==> config.mk <==
export PLATFORM = sky130hd
export DESIGN_NAME = vga_text_writer_flat
export DESIGN_NICKNAME = d
export VERILOG_FILES = /design/src/rtl/vga_text_writer_if.sv /design/src/rtl/vga_text_writer.sv /design/src/flat_wrapper.sv
export SDC_FILE = /design/constraint.sdc
export NUM_CORES = 1
export LEC_CHECK = 0
export ABC_CLOCK_PERIOD_IN_PS = 2450
export BUFFER_PORTS_ARGS = -buffer_cell sky130_fd_sc_hd__buf_2
export CAP_MARGIN = 20
export CORE_UTILIZATION = 45
export DETAILED_ROUTE_END_ITERATION = 16
export HOLD_SLACK_MARGIN = 0.03
export PLACE_DENSITY = 0.67
export SLEW_MARGIN = 20
export SYNTH_ARGS = -nofsm -noshare
export SYNTH_HDL_FRONTEND = slang
export SYNTH_SLANG_ARGS = --single-unit
export TNS_END_PERCENT = 50
==> constraint.sdc <==
create_clock -name clk -period 2.45 [get_ports clk]
set_clock_uncertainty 0.05 [all_clocks]
set_input_delay 0.1225 -clock clk [delete_from_list [all_inputs] [get_ports clk]]
set_output_delay 0.1225 -clock clk [all_outputs]
set_load 0.005 [all_outputs]
==> src/rtl/vga_text_writer_if.sv <==
// Character-stream and buffer-write signals of the text-mode VGA writer.
// The master drives characters in; the slave (the writer) drives buffer writes and status out.
interface vga_text_writer_if #(
  parameter int DATA_ADDR_WIDTH = 6
);
  logic [7:0]                 char_in;
  logic                       char_valid;
  logic                       char_ready;
  logic [DATA_ADDR_WIDTH-1:0] data_addr;
  logic [7:0]                 data_out;
  logic                       wr_en;
  logic [DATA_ADDR_WIDTH-1:0] cursor;
  logic                       busy;

  modport master (
    output char_in, char_valid,
    input  char_ready, data_addr, data_out, wr_en, cursor, busy
  );

  modport slave (
    input  char_in, char_valid,
    output char_ready, data_addr, data_out, wr_en, cursor, busy
  );
endinterface

==> src/rtl/vga_text_writer.sv <==
// Turns a valid/ready stream of character codes into text-buffer writes.
// It keeps a cursor, handles CR/LF/BS/FF, and clears each row as the cursor enters it.
module vga_text_writer #(
  parameter int DATA_ADDR_WIDTH = 6,
  parameter int COLS            = 8,
  parameter int ROWS            = 8,
  parameter bit CLEAR_ON_RESET  = 1'b1
) (
  input logic              clk,
  input logic              rst_n,
  vga_text_writer_if.slave bus
);
  localparam int AW    = DATA_ADDR_WIDTH;
  localparam int TOTAL = COLS * ROWS;
  localparam int CW    = (COLS > 1) ? $clog2(COLS) : 1;
  localparam int RW    = (ROWS > 1) ? $clog2(ROWS) : 1;

  localparam logic [7:0] SPACE = 8'h20;
  localparam logic [7:0] CH_BS = 8'h08;
  localparam logic [7:0] CH_LF = 8'h0A;
  localparam logic [7:0] CH_FF = 8'h0C;
  localparam logic [7:0] CH_CR = 8'h0D;

  typedef enum logic [1:0] {IDLE, CLEAR_ROW, CLEAR_ALL} state_t;

  state_t        state;
  logic [CW-1:0] col;
  logic [RW-1:0] row;
  logic [AW-1:0] row_base;
  logic [AW:0]   clr_cnt;
  logic [AW-1:0] data_addr;
  logic [7:0]    data_out;
  logic          wr_en;

  logic [AW-1:0] cursor;
  logic [AW-1:0] next_row_base;
  logic [RW-1:0] next_row;
  logic          last_col;
  logic          last_row;
  logic          accept;
  logic          printable;

  // row_base tracks row*COLS by stepping, so no multiplier is needed.
  assign cursor        = row_base + AW'(col);
  assign last_col      = (col == CW'(COLS - 1));
  assign last_row      = (row == RW'(ROWS - 1));
  assign next_row      = last_row ? '0 : row + RW'(1);
  assign next_row_base = last_row ? '0 : row_base + AW'(COLS);
  assign accept        = bus.char_valid && (state == IDLE);
  assign printable     = (bus.char_in >= 8'h20) && (bus.char_in <= 8'h7E);

  assign bus.char_ready = (state == IDLE);
  assign bus.busy       = (state != IDLE);
  assign bus.cursor     = cursor;
  assign bus.data_addr  = data_addr;
  assign bus.data_out   = data_out;
  assign bus.wr_en      = wr_en;

  // NOTE: all state here uses non-blocking assignments so every branch sees
  // the pre-edge values of col/row/row_base, regardless of statement order.
  always_ff @(posedge clk or negedge rst_n) begin
    if (!rst_n) begin
      state     <= CLEAR_ON_RESET ? CLEAR_ALL : IDLE;
      col       <= '0;
      row       <= '0;
      row_base  <= '0;
      clr_cnt   <= '0;
      data_addr <= '0;
      data_out  <= '0;
      wr_en     <= 1'b0;
    end else begin
      wr_en <= 1'b0;
      unique case (state)
        IDLE: begin
          if (accept) begin
            if (printable) begin
              wr_en     <= 1'b1;
              data_addr <= cursor;
              data_out  <= bus.char_in;
              if (last_col) begin
                col      <= '0;
                row      <= next_row;
                row_base <= next_row_base;
                clr_cnt  <= '0;
                state    <= CLEAR_ROW;
              end else begin
                col <= col + CW'(1);
              end
            end else if (bus.char_in == CH_CR) begin
              col <= '0;
            end else if (bus.char_in == CH_LF) begin
              // The first clear write is issued straight away, so it lands
              // on the cycle after the LF is accepted.
              col       <= '0;
              row       <= next_row;
              row_base  <= next_row_base;
              wr_en     <= 1'b1;
              data_addr <= next_row_base;
              data_out  <= SPACE;
              clr_cnt   <= (AW+1)'(1);
              state     <= (COLS > 1) ? CLEAR_ROW : IDLE;
            end else if (bus.char_in == CH_BS) begin
              if (col != '0) begin
                col       <= col - CW'(1);
                wr_en     <= 1'b1;
                data_addr <= cursor - AW'(1);
                data_out  <= SPACE;
              end
            end else if (bus.char_in == CH_FF) begin
              col      <= '0;
              row      <= '0;
              row_base <= '0;
              clr_cnt  <= '0;
              state    <= CLEAR_ALL;
            end
          end
        end

        CLEAR_ROW: begin
          wr_en     <= 1'b1;
          data_addr <= row_base + clr_cnt[AW-1:0];
          data_out  <= SPACE;
          if (clr_cnt == (AW+1)'(COLS - 1)) state <= IDLE;
          else clr_cnt <= clr_cnt + (AW+1)'(1);
        end

        CLEAR_ALL: begin
          wr_en     <= 1'b1;
          data_addr <= clr_cnt[AW-1:0];
          data_out  <= SPACE;
          if (clr_cnt == (AW+1)'(TOTAL - 1)) begin
            state    <= IDLE;
            col      <= '0;
            row      <= '0;
            row_base <= '0;
          end else begin
            clr_cnt <= clr_cnt + (AW+1)'(1);
          end
        end

        default: state <= IDLE;
      endcase
    end
  end
endmodule

==> src/flat_wrapper.sv <==
// flat-port wrapper written by rule: the top's interface ports become plain ports
module vga_text_writer_flat 
#(
  parameter int DATA_ADDR_WIDTH = 6,
  parameter int COLS            = 8,
  parameter int ROWS            = 8,
  parameter bit CLEAR_ON_RESET  = 1'b1
)
  (clk, rst_n, bus_char_in, bus_char_valid, bus_char_ready, bus_data_addr, bus_data_out, bus_wr_en, bus_cursor, bus_busy);
  vga_text_writer_if #(.DATA_ADDR_WIDTH(DATA_ADDR_WIDTH)) bus_i ();
  input logic clk;
  input logic rst_n;
  input wire logic [$bits(bus_i.char_in)-1:0] bus_char_in;
  input wire logic [$bits(bus_i.char_valid)-1:0] bus_char_valid;
  output wire logic [$bits(bus_i.char_ready)-1:0] bus_char_ready;
  output wire logic [$bits(bus_i.data_addr)-1:0] bus_data_addr;
  output wire logic [$bits(bus_i.data_out)-1:0] bus_data_out;
  output wire logic [$bits(bus_i.wr_en)-1:0] bus_wr_en;
  output wire logic [$bits(bus_i.cursor)-1:0] bus_cursor;
  output wire logic [$bits(bus_i.busy)-1:0] bus_busy;
  assign bus_i.char_in = bus_char_in;
  assign bus_i.char_valid = bus_char_valid;
  assign bus_char_ready = bus_i.char_ready;
  assign bus_data_addr = bus_i.data_addr;
  assign bus_data_out = bus_i.data_out;
  assign bus_wr_en = bus_i.wr_en;
  assign bus_cursor = bus_i.cursor;
  assign bus_busy = bus_i.busy;
  vga_text_writer #(.DATA_ADDR_WIDTH(DATA_ADDR_WIDTH), .COLS(COLS), .ROWS(ROWS), .CLEAR_ON_RESET(CLEAR_ON_RESET)) u_core (.clk(clk), .rst_n(rst_n), .bus(bus_i));
endmodule
==> results of run 1 <==
==> state kept, by name, summed over array words and instances (netlist names) <==
name and flops:
u_core.bus.wr_en 1, u_core.row_base 6, u_core.row 3, u_core.bus.data_out 8, u_core.clr_cnt 7, u_core.bus.data_addr 6, u_core.state 2, u_core.col 3
==> worst reg2reg max path, stage by stage, from the launching register on <==
cell and delay, ns:
dfrtp_1 0.40, ha_2 0.20, fa_2 0.36, xor2_1 0.18, or3_4 0.39, a211oi_2 0.19, xor2_1 0.10, a32o_1 0.22
o31a_1 0.26
==> kinds of logic after synthesis <==
logic type,after synthesis
buf+inv,24
mux,2
compound gates,87
simple gates,113
fa+ha+maj,23
flops,36
xor+xnor,8
==> report_power, final <==
group / switching [mW] / internal (mW) / total [mW]
logic: 1.11 / 0.868 / 1.98
clock network: 0.222 / 0.302 / 0.524
registers: 0.137 / 0.793 / 0.930
==> routing by layer <==
metal	vias up	GRT usage [%]
met1	1111	33.85
met5	-	0
met3	4	3.605
met2	51	34.91
li1	1178	-
met4	0	6.111
==> metrics by stage <==
| stage | setup slack (ns) | hold WS, ns | cells |
|---|---|---|---|
| detailed placement | -0.02638 | 0.2122 | 409 |
| global route | -0.08653 | 0.06493 | 421 |
| floorplan | 0.01481 | -0.2231 | 293 |
| CTS | -0.01993 | 0.05788 | 419 |
| finish | -0.01307 | 0.06355 | 421 |
| global placement | 0.006528 | 0.2140 | 409 |
==> cells in the final DEF (no fill, tap or decap), types with 9 or more instances in the layout <==
cell,instances
nand2b_1,9
dfrtp_1,33
buf_2,33
o21ai_1,23
buf_4,25
nor2_1,15
ha_1,20
nand2_1,42
a21oi_1,10
inv_1,12
==> cells in the mapped netlist, types with 2 or more instances <==
cell      count  area [µm²]
o211ai_1      3       22.52
a21o_1        6       45.04
dfrtp_1      35       875.8
and3_1        4       25.02
fa_1          2       40.04
nor4_1        2       12.51
buf_6         2       22.52
nand2_1      42       157.7
a31oi_1       3       18.77
o21ai_1      23       115.1
a21oi_1      10       50.05
or3_1         3       18.77
inv_1        12       45.04
a22oi_1       3       22.52
and2_1        2       12.51
nor2b_1       8       50.05
a211o_1       3       26.28
a22o_1        8       70.07
o31ai_1       5       37.54
xor2_1        5       43.79
clkbuf_1      8       30.03
nor4b_1       2       17.52
nor2_1       16       60.06
or2_2         2       12.51
xnor2_1       3       26.28
ha_1         21       262.8
nand3_1       4       20.02
nor3_1        6       30.03
nand4b_1      2       17.52
o21ai_0       6       30.03
nand2b_1      9       56.30
==> area by class of cell <==
type / count / area share [%]
well taps: 72 / 2.856
clock buffers: 6 / 2.301
flip-flops and latches: 36 / 28.68
repair buffers: 60 / 11.82
inverters: 12 / 1.428
multi-input cells: 233 / 51.80
clock inverters: 2 / 1.111
==> worst max path at each step <==
| stage | endpoint | startpoint | cells after the start | slack (ns) |
|---|---|---|---|---|
| after floorplan | u_core.bus.data_addr[5] | u_core.row_base[0] | 8 | 0.01 |
| after global placement | u_core.bus.data_addr[3] | u_core.row_base[0] | 8 | 0.007 |
| after detailed placement | u_core.bus.data_addr[5] | u_core.row_base[0] | 8 | -0.03 |
| after CTS | u_core.bus.data_addr[5] | u_core.row_base[0] | 8 | -0.02 |
| after global routing | u_core.bus.data_addr[5] | u_core.row_base[0] | 8 | -0.09 |
| final | u_core.bus.data_addr[5] | u_core.row_base[0] | 8 | -0.01 |
==> timing repair <==
action,4_1_cts,5_1_grt
pin swaps,0,0
endpoints found under the setup margin,2,10
setup buffers,0,2
gates resized for setup,1,6
hold buffers,2,0
endpoints found under the hold margin,36,0
==> metrics, run 1 <==
Peak VDD IR=0.4559 mV; CP Max Fanout=3; fillers=520; CTS Buffer Depth=2; run status=finished with violations; Die H=78.12 µm; initial antenna violation count=0; Final Cycle Share=100.5%; syn nets=327; failing checks=setup timing; final hold viol count=0; via count=2344; DR pass1 iterations=4; Netlist Area Pre-Place=2608 µm²; core area=5540 µm²; Seq/Total Area, Yosys=34.60%; Max-cap violations=0; Synth Area in Compound Gates=23.51%; largest family of logic cells by synthesized area=compound AO/OA/AOI/OAI gates; routability congestion estimate from global placement=0.8568; async set or reset register ratio after synthesis=100.0%; Root Buffer Master=clkbuf_8; post-DP HPWL=4.970 mm; DR WL met3=337 µm; IO Pins=34; CP max stage cell=dfrtp_1; Post-Synth Simple-Gate Area=22.70%; Die X=78.12 µm; number of remaining DRC errors=0; Area growth syn-to-layout=20.97%; WL per Instance=15.27 µm; Synth Area in Adders=11.61%; global route overflow=0; Post-synth EDFFs=0; Leakage=1.548 nW; Pwr Total=3.434 mW; Reg2Reg Depth=8; wirelength, routed=6.430 mm; CP startpoint kind=flip-flop; Final Slew Violations=0; dpl cell area=2987 µm²; CP required=2.59 ns; met2 routed WL=2.912 mm; Mapped Avg Cell Area=8.899 µm²; ANT cells=0; Core Util, Final=56.93%; unrepaired setup endpoints after global routing=true; port bufs=33; post-route setup slack=-0.01307 ns; Clk Latency, worst-skew pair=0.29 ns; Hold Crit Start=bus_char_in[2]; FF+latch count, synth=36; Highest Signal Layer=met4; Crit path max-delay family=compound AO/OA/AOI/OAI gates; critical path class=reg -> reg; CP max stage delay=0.40 ns; crit path buf inv count=0; CTS buffer count=5; minimum clock period=2.463 ns; Row Count=27; M1 wire length=3.126 mm; area occupied by multi-input gates=1634 µm²; CP Cell Sequence=ha_2 > fa_2 > xor2_1 > or3_4 > a211oi_2 > xor2_1 > a32o_1 > o31a_1; ratio of cells with drive above 1 in the final layout=24.93%; nets=382; final setup fails=1; yosys warns=0; Synth Flop Type=dfrtp_1; Netlist cell types=64; H-tree levels=2; PD cells=1089 nW/µm²; sum of negative setup slack=-0.01307 ns; relative max-transition margin=48.40%; xor and xnor fraction of the mapped netlist area=2.687%; Reg-to-Reg End=u_core.bus.data_addr[5]; FF+latch area=904.6 µm²; Worst Hold Path Cells=3; fin area=3154 µm²; Post-Synthesis Cells=293; die area=6103 µm²; multiplexer share of the synthesized area=0.8157%; CP endpoint kind=flip-flop; worst r2r src=u_core.row_base[0]; FF-to-FF setup slack=-0.01 ns; Tightest Pin Transition=0.7740 ns; Initial DRC Count=140; Worst Path Arrival=2.60 ns; Fmax achieved=0.4060 GHz; clock sinks=36; global-route wire length before repair=10.89 mm; largest net degree at the start of global routing=37; CTS tree=built; most used cell, CP=xor2_1; vias in the first global route=2175; Worst Hold End=u_core.bus.data_out[2]; clock-pin transition on the worst setup and hold timing paths=0.08 ns; Starting Density=47.06%; Final ANT Viol Nets=0; total track usage=22.98%; Avg Vias per Cell=5.568; Worst Hold Class=in -> reg
(Power assumes the default switching activity.)
==> inputs of run 2 (changes only) <==
--- a/constraint.sdc
+++ b/constraint.sdc
@@ -4,2 +4,2 @@
 set_output_delay 0.1225 -clock clk [all_outputs]
-set_load 0.005 [all_outputs]
+set_load 0.05 [all_outputs]
==> run 2 against run 1 <==
Effect of this change: the flow still finishes with violations (setup timing); sequential share of layout area grew 0.41 points; first-iteration DRC count is 21% lower; register-to-register slack got worse by 0.02 ns; global-route usage grew 0.37 points; die area unchanged; power increased by 12%; worst setup slack lost 0.021 ns; clock-buffer cell count shrank 1; via count grew 0.13%; clock power shrank 17%; sequential power is essentially flat; combinational power rose by 26%.
==> metrics, run 2 (synthesized netlist as in run 1, its figures left out) <==
run status=finished with violations; failing checks=setup timing; FF-to-FF setup slack=-0.03 ns (-0.02 ns); Final Cycle Share=101.4% (+0.87 points); die area=6103 µm² (unchanged); CTS buffer count=5 (unchanged); vias in the first global route=2210 (+1.6%); CP Launch Point=u_core.col[0]; global-route wire length before repair=10.96 mm (+0.63%); Leakage=1.488 nW (-3.9%); top flop regs=u_core.bus.data_out (8), u_core.clr_cnt (7); Worst Hold Class=in -> reg; Peak VDD IR=0.6823 mV (+50%); pre-CTS setup slack=-0.03055 ns (-0.004163 ns); relative max-transition margin=45.40% (-3.0 points); Final ANT Viol Nets=0 (unchanged); final setup fails=1 (unchanged); Starting Density=47.06% (unchanged); IO Pins=34 (unchanged); CP startpoint kind=flip-flop; post-CTS setup buffers=0 (unchanged); H-tree levels=2 (unchanged); Largest register FFs=8 (unchanged); Worst Hold Path Cells=3 (unchanged); critical path class=reg -> reg; global route overflow=0 (unchanged); Worst Path Arrival=2.62 ns (+0.02 ns); via count=2347 (+0.13%); CP required=2.59 ns (about the same); Clk Latency, worst-skew pair=0.29 ns (about the same); largest net degree at the start of global routing=37 (unchanged); CP Max Fanout=3 (unchanged); worst r2r src=u_core.col[0]; dpl cell area=2992 µm² (+0.17%); Root Buffer Master=clkbuf_8; port bufs=33 (unchanged); most frequent cells in the layout=nand2_1 (42), dfrtp_1 (35), buf_2 (33), o21ai_1 (23), ha_1 (19); Initial DRC Count=111 (-21%); Reg-to-Reg End=u_core.bus.data_addr[5]; routability congestion estimate from global placement=0.8701 (+1.6%); nets=374 (-2.1%); Avg Vias per Cell=5.683 (+2.1%); fin area=3102 µm² (-1.7%); Die H=78.12 µm (unchanged); Area growth syn-to-layout=18.95%; initial antenna violation count=0 (unchanged); Tightest Pin Transition=0.8190 ns (+0.04503 ns); most common cell after layout, fill and taps aside=nand2_1; Die X=78.12 µm (unchanged); number of remaining DRC errors=0 (unchanged); final hold viol count=0 (unchanged); PD cells=1244 nW/µm² (+14%); post-route setup slack=-0.03427 ns (-0.02120 ns); Final Slew Violations=0 (unchanged); Max-cap violations=0 (unchanged); total track usage=23.35% (+0.37 points); post-DP HPWL=5.000 mm (+0.60%); DR pass1 iterations=4 (unchanged); Row Count=27 (unchanged); clock-pin transition on the worst setup and hold timing paths=0.08 ns (about the same); clock sinks=36 (unchanged); CTS Buffer Depth=2 (unchanged); Setup crit end=u_core.bus.data_addr[5]; largest reg by FF count=u_core.bus.data_out; CTS tree=built; unrepaired setup endpoints after global routing=true; Placed Cells incl. Taps=404 (-1.2%); wirelength, routed=6.594 mm (+2.6%); WL per Instance=15.97 µm (+4.5%); core area=5540 µm² (unchanged); CP endpoint kind=flip-flop; ratio of cells with drive above 1 in the final layout=24.63% (-0.29 points); Reg2Reg Depth=8 (unchanged); ANT cells=0 (unchanged); minimum clock period=2.484 ns (+0.02120 ns); Fmax achieved=0.4025 GHz (-0.85%); Final Non-Filler Cells=413 (-1.9%)
-- run 2: metal layers --
layer	vias to the layer above	GRT usage, %	share of wire, %
li1	1154	-	-
met1	1141	33.04	50
met2	45	35.53	45
met3	7	4.767	4.4
met4	0	7.593	1.2
met5	-	0	0
-- run 2: worst min-delay path by stage --
stage	from	to	slack [ns]
6_report	bus_char_in[3]	u_core.bus.data_out[3]	0.04
3_3_place_gp	rst_n	u_core.col[2]	0.22
2_1_floorplan	rst_n	u_core.bus.data_addr[0]	-0.22
3_5_place_dp	rst_n	u_core.col[2]	0.22
4_1_cts	bus_char_in[3]	u_core.bus.data_out[3]	0.04
5_1_grt	bus_char_in[3]	u_core.bus.data_out[3]	0.07
-- run 2: metrics by stage --
step | power [mW] | hold slack [ns] | util [%] | TNS, ns
6_report | 3.858 | 0.04152 | 55.98 | -0.03427
5_1_grt | 4.162 | 0.06710 | 55.98 | -0.1797
4_1_cts | 3.852 | 0.03956 | 55.87 | -0.04772
3_5_place_dp | 3.400 | 0.2230 | 54.00 | -0.05196
3_3_place_gp | 3.354 | 0.2169 | 54.00 | 0
2_1_floorplan | 2.793 | -0.2231 | - | -0.2227
-- run 2: final cells by class --
cell class | instances | area [µm²]
fill | 519 | 2439
multi-input combinational | 233 | 1659
sequential | 36 | 902.1
timing repair buffer | 52 | 310.3
tap | 72 | 90.09
clock buffer | 5 | 68.82
inverter | 12 | 52.55
clock inverter | 3 | 18.77
-- run 2: worst max-delay path, cell delays in order (launching register included) --
cell and delay (ns):
dfrtp_1 0.38, ha_2 0.21, fa_2 0.46, xor2_4 0.20
or3_4 0.35, a211oi_2 0.19, xor2_1 0.10, a32o_1 0.21
o31a_1 0.23
-- run 2: timing repair --
action / CTS / global route
hold endpoints to repair: 35 / 0
setup endpoints to repair: 2 / 9
pin swaps: 1 / 5
gates resized for setup: 1 / 2
hold buffers: 1 / 0
-- run 2: report_power, final --
| part | leakage, nW | internal (mW) | switching [mW] | total (mW) |
|---|---|---|---|---|
| Sequential | 0.475 | 0.791 | 0.142 | 0.933 |
| Combinational | 0.966 | 0.851 | 1.64 | 2.49 |
| Clock | 0.0479 | 0.198 | 0.235 | 0.433 |
| Total | 1.49 | 1.84 | 2.02 | 3.86 |
